`src/rtl/display_arbiter_pkg.sv`:
```
// Shared definitions for the display arbiter: state encoding, digit geometry
// and a nibble-extraction helper.
package display_arbiter_pkg;

  localparam int NIBBLE_W   = 4;
  localparam int NUM_DIGITS = 4;
  localparam int DATA_W     = NIBBLE_W * NUM_DIGITS;

  typedef enum logic [1:0] {
    IDLE  = 2'd0,
    GNT_A = 2'd1,
    GNT_B = 2'd2
  } arb_state_e;

  // Digit idx (0 = rightmost digit 1) of a packed nibble word.
  function automatic logic [NIBBLE_W-1:0] get_digit(input logic [DATA_W-1:0] data,
                                                    input int idx);
    return data[idx*NIBBLE_W +: NIBBLE_W];
  endfunction

endpackage

```
`src/rtl/arb_slice_counter.sv`:
```
// Saturating slice counter with synchronous clear and a terminal-count flag.
// Only instantiated when DISPLAY_ARB_TIMESLICE_EN is defined.
module arb_slice_counter #(
  parameter int MAX_COUNT = 999
) (
  input  logic clk,
  input  logic rst,
  input  logic clr,
  input  logic en,
  output logic tc
);

  localparam int CW = (MAX_COUNT > 0) ? $clog2(MAX_COUNT + 1) : 1;
  localparam logic [CW-1:0] CMAX = CW'(MAX_COUNT);

  logic [CW-1:0] cnt;

  // Clear wins over count; counting stops at the terminal value.
  always_ff @(posedge clk) begin
    if (rst || clr) begin
      cnt <= '0;
    end else if (en && (cnt != CMAX)) begin
      cnt <= cnt + 1'b1;
    end
  end

  assign tc = (cnt == CMAX);

endmodule

```
`src/rtl/display_arbiter.sv`:
```
// Two-requester arbiter for a 4-digit 7-segment display.
// Round-robin on simultaneous requests from IDLE; the holder keeps the display
// until it drops its request. Define DISPLAY_ARB_TIMESLICE_EN to also hand the
// display over after SLICE_CYCLES cycles when the other side is waiting.
module display_arbiter
  import display_arbiter_pkg::*;
#(
  parameter int SLICE_CYCLES = 1000
) (
  input  logic                i_Clk,
  input  logic                i_Rst,
  input  logic                i_Req_A,
  input  logic                i_Req_B,
  input  logic [DATA_W-1:0]   i_Datos_A,
  input  logic [DATA_W-1:0]   i_Datos_B,
  output logic                o_Gnt_A,
  output logic                o_Gnt_B,
  output logic [NIBBLE_W-1:0] o_Datos1,
  output logic [NIBBLE_W-1:0] o_Datos2,
  output logic [NIBBLE_W-1:0] o_Datos3,
  output logic [NIBBLE_W-1:0] o_Datos4,
  output logic                o_Valido
);

  arb_state_e        state;
  arb_state_e        nxt;
  logic              prio_b;   // 1: B wins the next tie, 0: A wins
  logic [DATA_W-1:0] data_q;
  logic              slice_tc;

`ifdef DISPLAY_ARB_TIMESLICE_EN
  logic slice_clr;
  logic slice_en;

  assign slice_clr = (nxt != state);
  assign slice_en  = (state != IDLE);

  arb_slice_counter #(
    .MAX_COUNT (SLICE_CYCLES - 1)
  ) u_slice (
    .clk (i_Clk),
    .rst (i_Rst),
    .clr (slice_clr),
    .en  (slice_en),
    .tc  (slice_tc)
  );
`else
  logic slice_unused;
  assign slice_unused = (SLICE_CYCLES > 0);
  assign slice_tc     = 1'b0;
`endif

  // Grant decision for the coming edge; also drives the slice counter clear.
  always_comb begin
    nxt = state;
    case (state)
      IDLE: begin
        if (i_Req_A && (!i_Req_B || !prio_b)) nxt = GNT_A;
        else if (i_Req_B)                    nxt = GNT_B;
      end
      GNT_A: begin
        if (!i_Req_A || (slice_tc && i_Req_B)) nxt = i_Req_B ? GNT_B : IDLE;
      end
      GNT_B: begin
        if (!i_Req_B || (slice_tc && i_Req_A)) nxt = i_Req_A ? GNT_A : IDLE;
      end
      default: nxt = IDLE;
    endcase
  end

  // State, registered grants and display data; data holds while idle.
  always_ff @(posedge i_Clk) begin
    if (i_Rst) begin
      state    <= IDLE;
      o_Gnt_A  <= 1'b0;
      o_Gnt_B  <= 1'b0;
      o_Valido <= 1'b0;
      data_q   <= '0;
      prio_b   <= 1'b0;
    end else begin
      state    <= nxt;
      o_Gnt_A  <= (nxt == GNT_A);
      o_Gnt_B  <= (nxt == GNT_B);
      o_Valido <= (nxt != IDLE);
      case (nxt)
        GNT_A: begin
          data_q <= i_Datos_A;
          prio_b <= 1'b1;
        end
        GNT_B: begin
          data_q <= i_Datos_B;
          prio_b <= 1'b0;
        end
        default: ;
      endcase
    end
  end

  assign o_Datos1 = get_digit(data_q, 0);
  assign o_Datos2 = get_digit(data_q, 1);
  assign o_Datos3 = get_digit(data_q, 2);
  assign o_Datos4 = get_digit(data_q, 3);

endmodule

```
`config.mk`:
```
export PLATFORM = sky130hd
export DESIGN_NAME = display_arbiter
export DESIGN_NICKNAME = d
export VERILOG_FILES = /design/src/rtl/display_arbiter_pkg.sv /design/src/rtl/arb_slice_counter.sv /design/src/rtl/display_arbiter.sv
export SDC_FILE = /design/constraint.sdc
export NUM_CORES = 1
export LEC_CHECK = 0
export CORE_MARGIN = 2
export CORE_UTILIZATION = 50
export DETAILED_ROUTE_END_ITERATION = 10
export DONT_BUFFER_PORTS = 1
export PLACE_DENSITY = 0.67
export SETUP_SLACK_MARGIN = 0.5
export SLEW_MARGIN = 20
export SYNTH_ARGS = -nofsm -noshare
export SYNTH_HDL_FRONTEND = slang
export SYNTH_SLANG_ARGS = --single-unit
export TNS_END_PERCENT = 10
```
`constraint.sdc`:
```
create_clock -name i_Clk -period 2.6 [get_ports i_Clk]
set_input_delay 0.26 -clock i_Clk [delete_from_list [all_inputs] [get_ports i_Clk]]
set_output_delay 0.26 -clock i_Clk [all_outputs]
set_load 0.02 [all_outputs]
```
==> results.toml <==
[status]
status = "complete, no violations"

[routing]
via_count = 669
drt_iter0_drc = 1
route.detailed.drc = 0
dr.pass1.iters = 2
wirelength_um = 1720
antenna_left = 0
wl_per_cell_um = 14.5
routed_via_density = 5.62

[final_layout]
area_growth_pct = 3.21
nFillCells = 162
layout-drive-gt1-share = 0.0638
antenna_cells = 0
nets = 136

[run]
drv_cap = 0

[grt]
grt_overflow = 0
grt_max_degree = 35
grt_first_pass_wirelength_um = 2180
grt_pass1_vias = 503
grt.total_usage = 0.139
antenna_found_initial = 0

[pwr]
power_mw = 0.849
vdd_drop_max_v = 0.000351
p_leak_nw = 0.367
p_per_area_mw_per_mm2 = 844

[timing]
fin_skew_ps = 5.77
fmax_mhz = 531
slew_viol_final = 0
setup_viol = 0
min_period_ps = 1880
tightestPinTransition_ps = 691
fin_crit_sh = 0.724
grt_setup_unrepaired = "false"
hold_viol = 0
slew-limit-headroom = 0.539
tns_ps = 0

[worst_setup_path]
cp_slowest_cell = "a21oi_1"
worstReg2RegStart = "state[0]$_SDFF_PP0_"
crit_family = "compound AO/OA/AOI/OAI gates"
startpoint = "state[0]$_SDFF_PP0_"
cp_cell_sequence = "nand2b_1, a21oi_1, ha_4, mux2i_1, a211oi_1"
path_buf_inv = 0
end_kind = "flip-flop"
arrival_ps = 2100
max_stage_delay_ps = 540
cp.required_ps = 2820
crit_path_start_kind = "flip-flop"
crit_type = "reg -> reg"
cp_max_fo = 17

[die]
start_util = 0.547
die_height_um = 48.2
io_pins = 55
fp.coreArea_mm2 = 0.00178
placement_rows = 15
dieArea_mm2 = 0.00232
dieWidth_um = 48.2

[synthesis]
synth_area_per_cell_um2 = 9.95
synthXorXnorAreaFrac = 0
synth_cells = 98
synth_seq_area_share = 0.452
synth_top_family_by_area = "multiplexers"
synthAdderAreaFrac = 0.0513
synth_cell_types = 17
syn-cell-area_um2 = 975
synth-simple-area-share = 0.114
muxShareOfSynthArea = 0.164
synth_compound_area_frac = 0.151
yosys_warnings = 0
synth_nets = 138
ys_ff_latch = 22

[clock_tree]
clockBufferDepth = 2
numCtsBuffers = 3
cts_sinks = 22
cts_setup_buffers = 0
cts.clk_slew.worst_paths_ps = 120
cts_tree = "done"
htreeDepth = 1
cts_root_buf = "clkbuf_4"
clock_latency_ps = 300

[placement]
gp_congestion = 0.701
io_buffer_count = 0
dp_hpwl_um = 1150

[worst_hold_path]
hp-start = "i_Rst"
min_path_type = "in -> reg"
## cells by family (layout without fill, tap and decap cells)
family                     count (synthesis)  after routing
and+or+nand+nor                           26             26
DFF                                       22             22
AOI/OAI and AO/OA                         20             20
muxes                                     16             16
buffers and inverters                     10              6
adders and majority gates                  4              4
## worst reg2reg max path: cells and delay by family, from the launching register on
family / cells / cell delay, ps
adders and majority gates: 1 / 430
and+or+nand+nor: 1 / 140
AOI/OAI and AO/OA: 2 / 780
DFF: 1 / 340
muxes: 1 / 120
## routing by layer
metal,wire (um),track usage
met5,0,0
met4,13,0.0811
met3,185,0.0370
met2,773,0.208
met1,748,0.178
## state kept, by name (all words and copies together) (netlist names)
signal	flops
o_Gnt_B	1
state	2
o_Valido	1
o_Gnt_A	1
data_q	16
prio_b	1
## layout make-up
cell class | instances | area (um^2) | area share
multi-input cells | 66 | 494 | 0.491
flip-flops and latches | 22 | 440 | 0.438
well taps | 25 | 31.3 | 0.0311
clock buffers | 3 | 22.5 | 0.0224
repair buffers | 1 | 10.0 | 0.00995
inverters | 2 | 7.51 | 0.00746
## final timing paths
path / end / slack (ps) / cells after the start
hold / removal: data_q[10]$_SDFFE_PP0P_ / 10 / 1
setup / recovery: data_q[1]$_SDFFE_PP0P_ / 720 / 5
setup reg to reg: data_q[1]$_SDFFE_PP0P_ / 720 / 5
hold reg to reg: prio_b$_SDFFE_PP0P_ / 500 / 2
## through the flow
stage / utilization / setup WS, ps / instance area, um^2 / hold slack (ps) / std cells
after floorplan: - / 828 / 975 / 332 / 98
after global placement: 0.532 / 416 / 948 / 331 / 115
after detailed placement: 0.532 / 378 / 948 / 330 / 115
after CTS: 0.553 / 607 / 986 / 3.12 / 119
after global routing: 0.564 / 538 / 1010 / 1.11 / 119
final: 0.564 / 718 / 1010 / 14.3 / 119
## placed cells by master (no fill, tap or decap), drive strengths merged
| cell type | n |
|---|---|
| ha | 4 |
| clkbuf | 3 |
| a21oi | 1 |
| nor2 | 21 |
| nor3b | 1 |
| mux2i | 16 |
| dlygate4sd3 | 1 |
| a211oi | 17 |
| o21ba | 1 |
| nand2b | 1 |
| o21ai | 1 |
| nor2b | 3 |
| dfxtp | 22 |
| inv | 2 |
## where the power goes
part           switching [mW]  total, mW  internal [mW]  leakage, nW
registers               0.107      0.506          0.399        0.183
logic                   0.103      0.193         0.0901        0.171
clock network          0.0955      0.149         0.0539       0.0138
## cells in the mapped netlist, drive strengths merged
library cell	number	area, um^2
dfxtp	22	440
nor2	21	78.8
a211oi	17	128
mux2i	16	160
buf	6	50.0
ha	4	50.1
nor2b	3	18.8
clkbuf	2	7.51
inv	2	7.51
a21oi	1	5.00
nand2b	1	6.26
nor3b	1	7.51
o21ai	1	5.00
o21ba	1	10.0
## repair_timing
item,in CTS,in global routing
gates resized for setup,2,3
hold buffers,1,0
hold endpoints to repair,1,0
setup endpoints to repair,17,17
No activity file was read; power rests on OpenSTA's default activity.
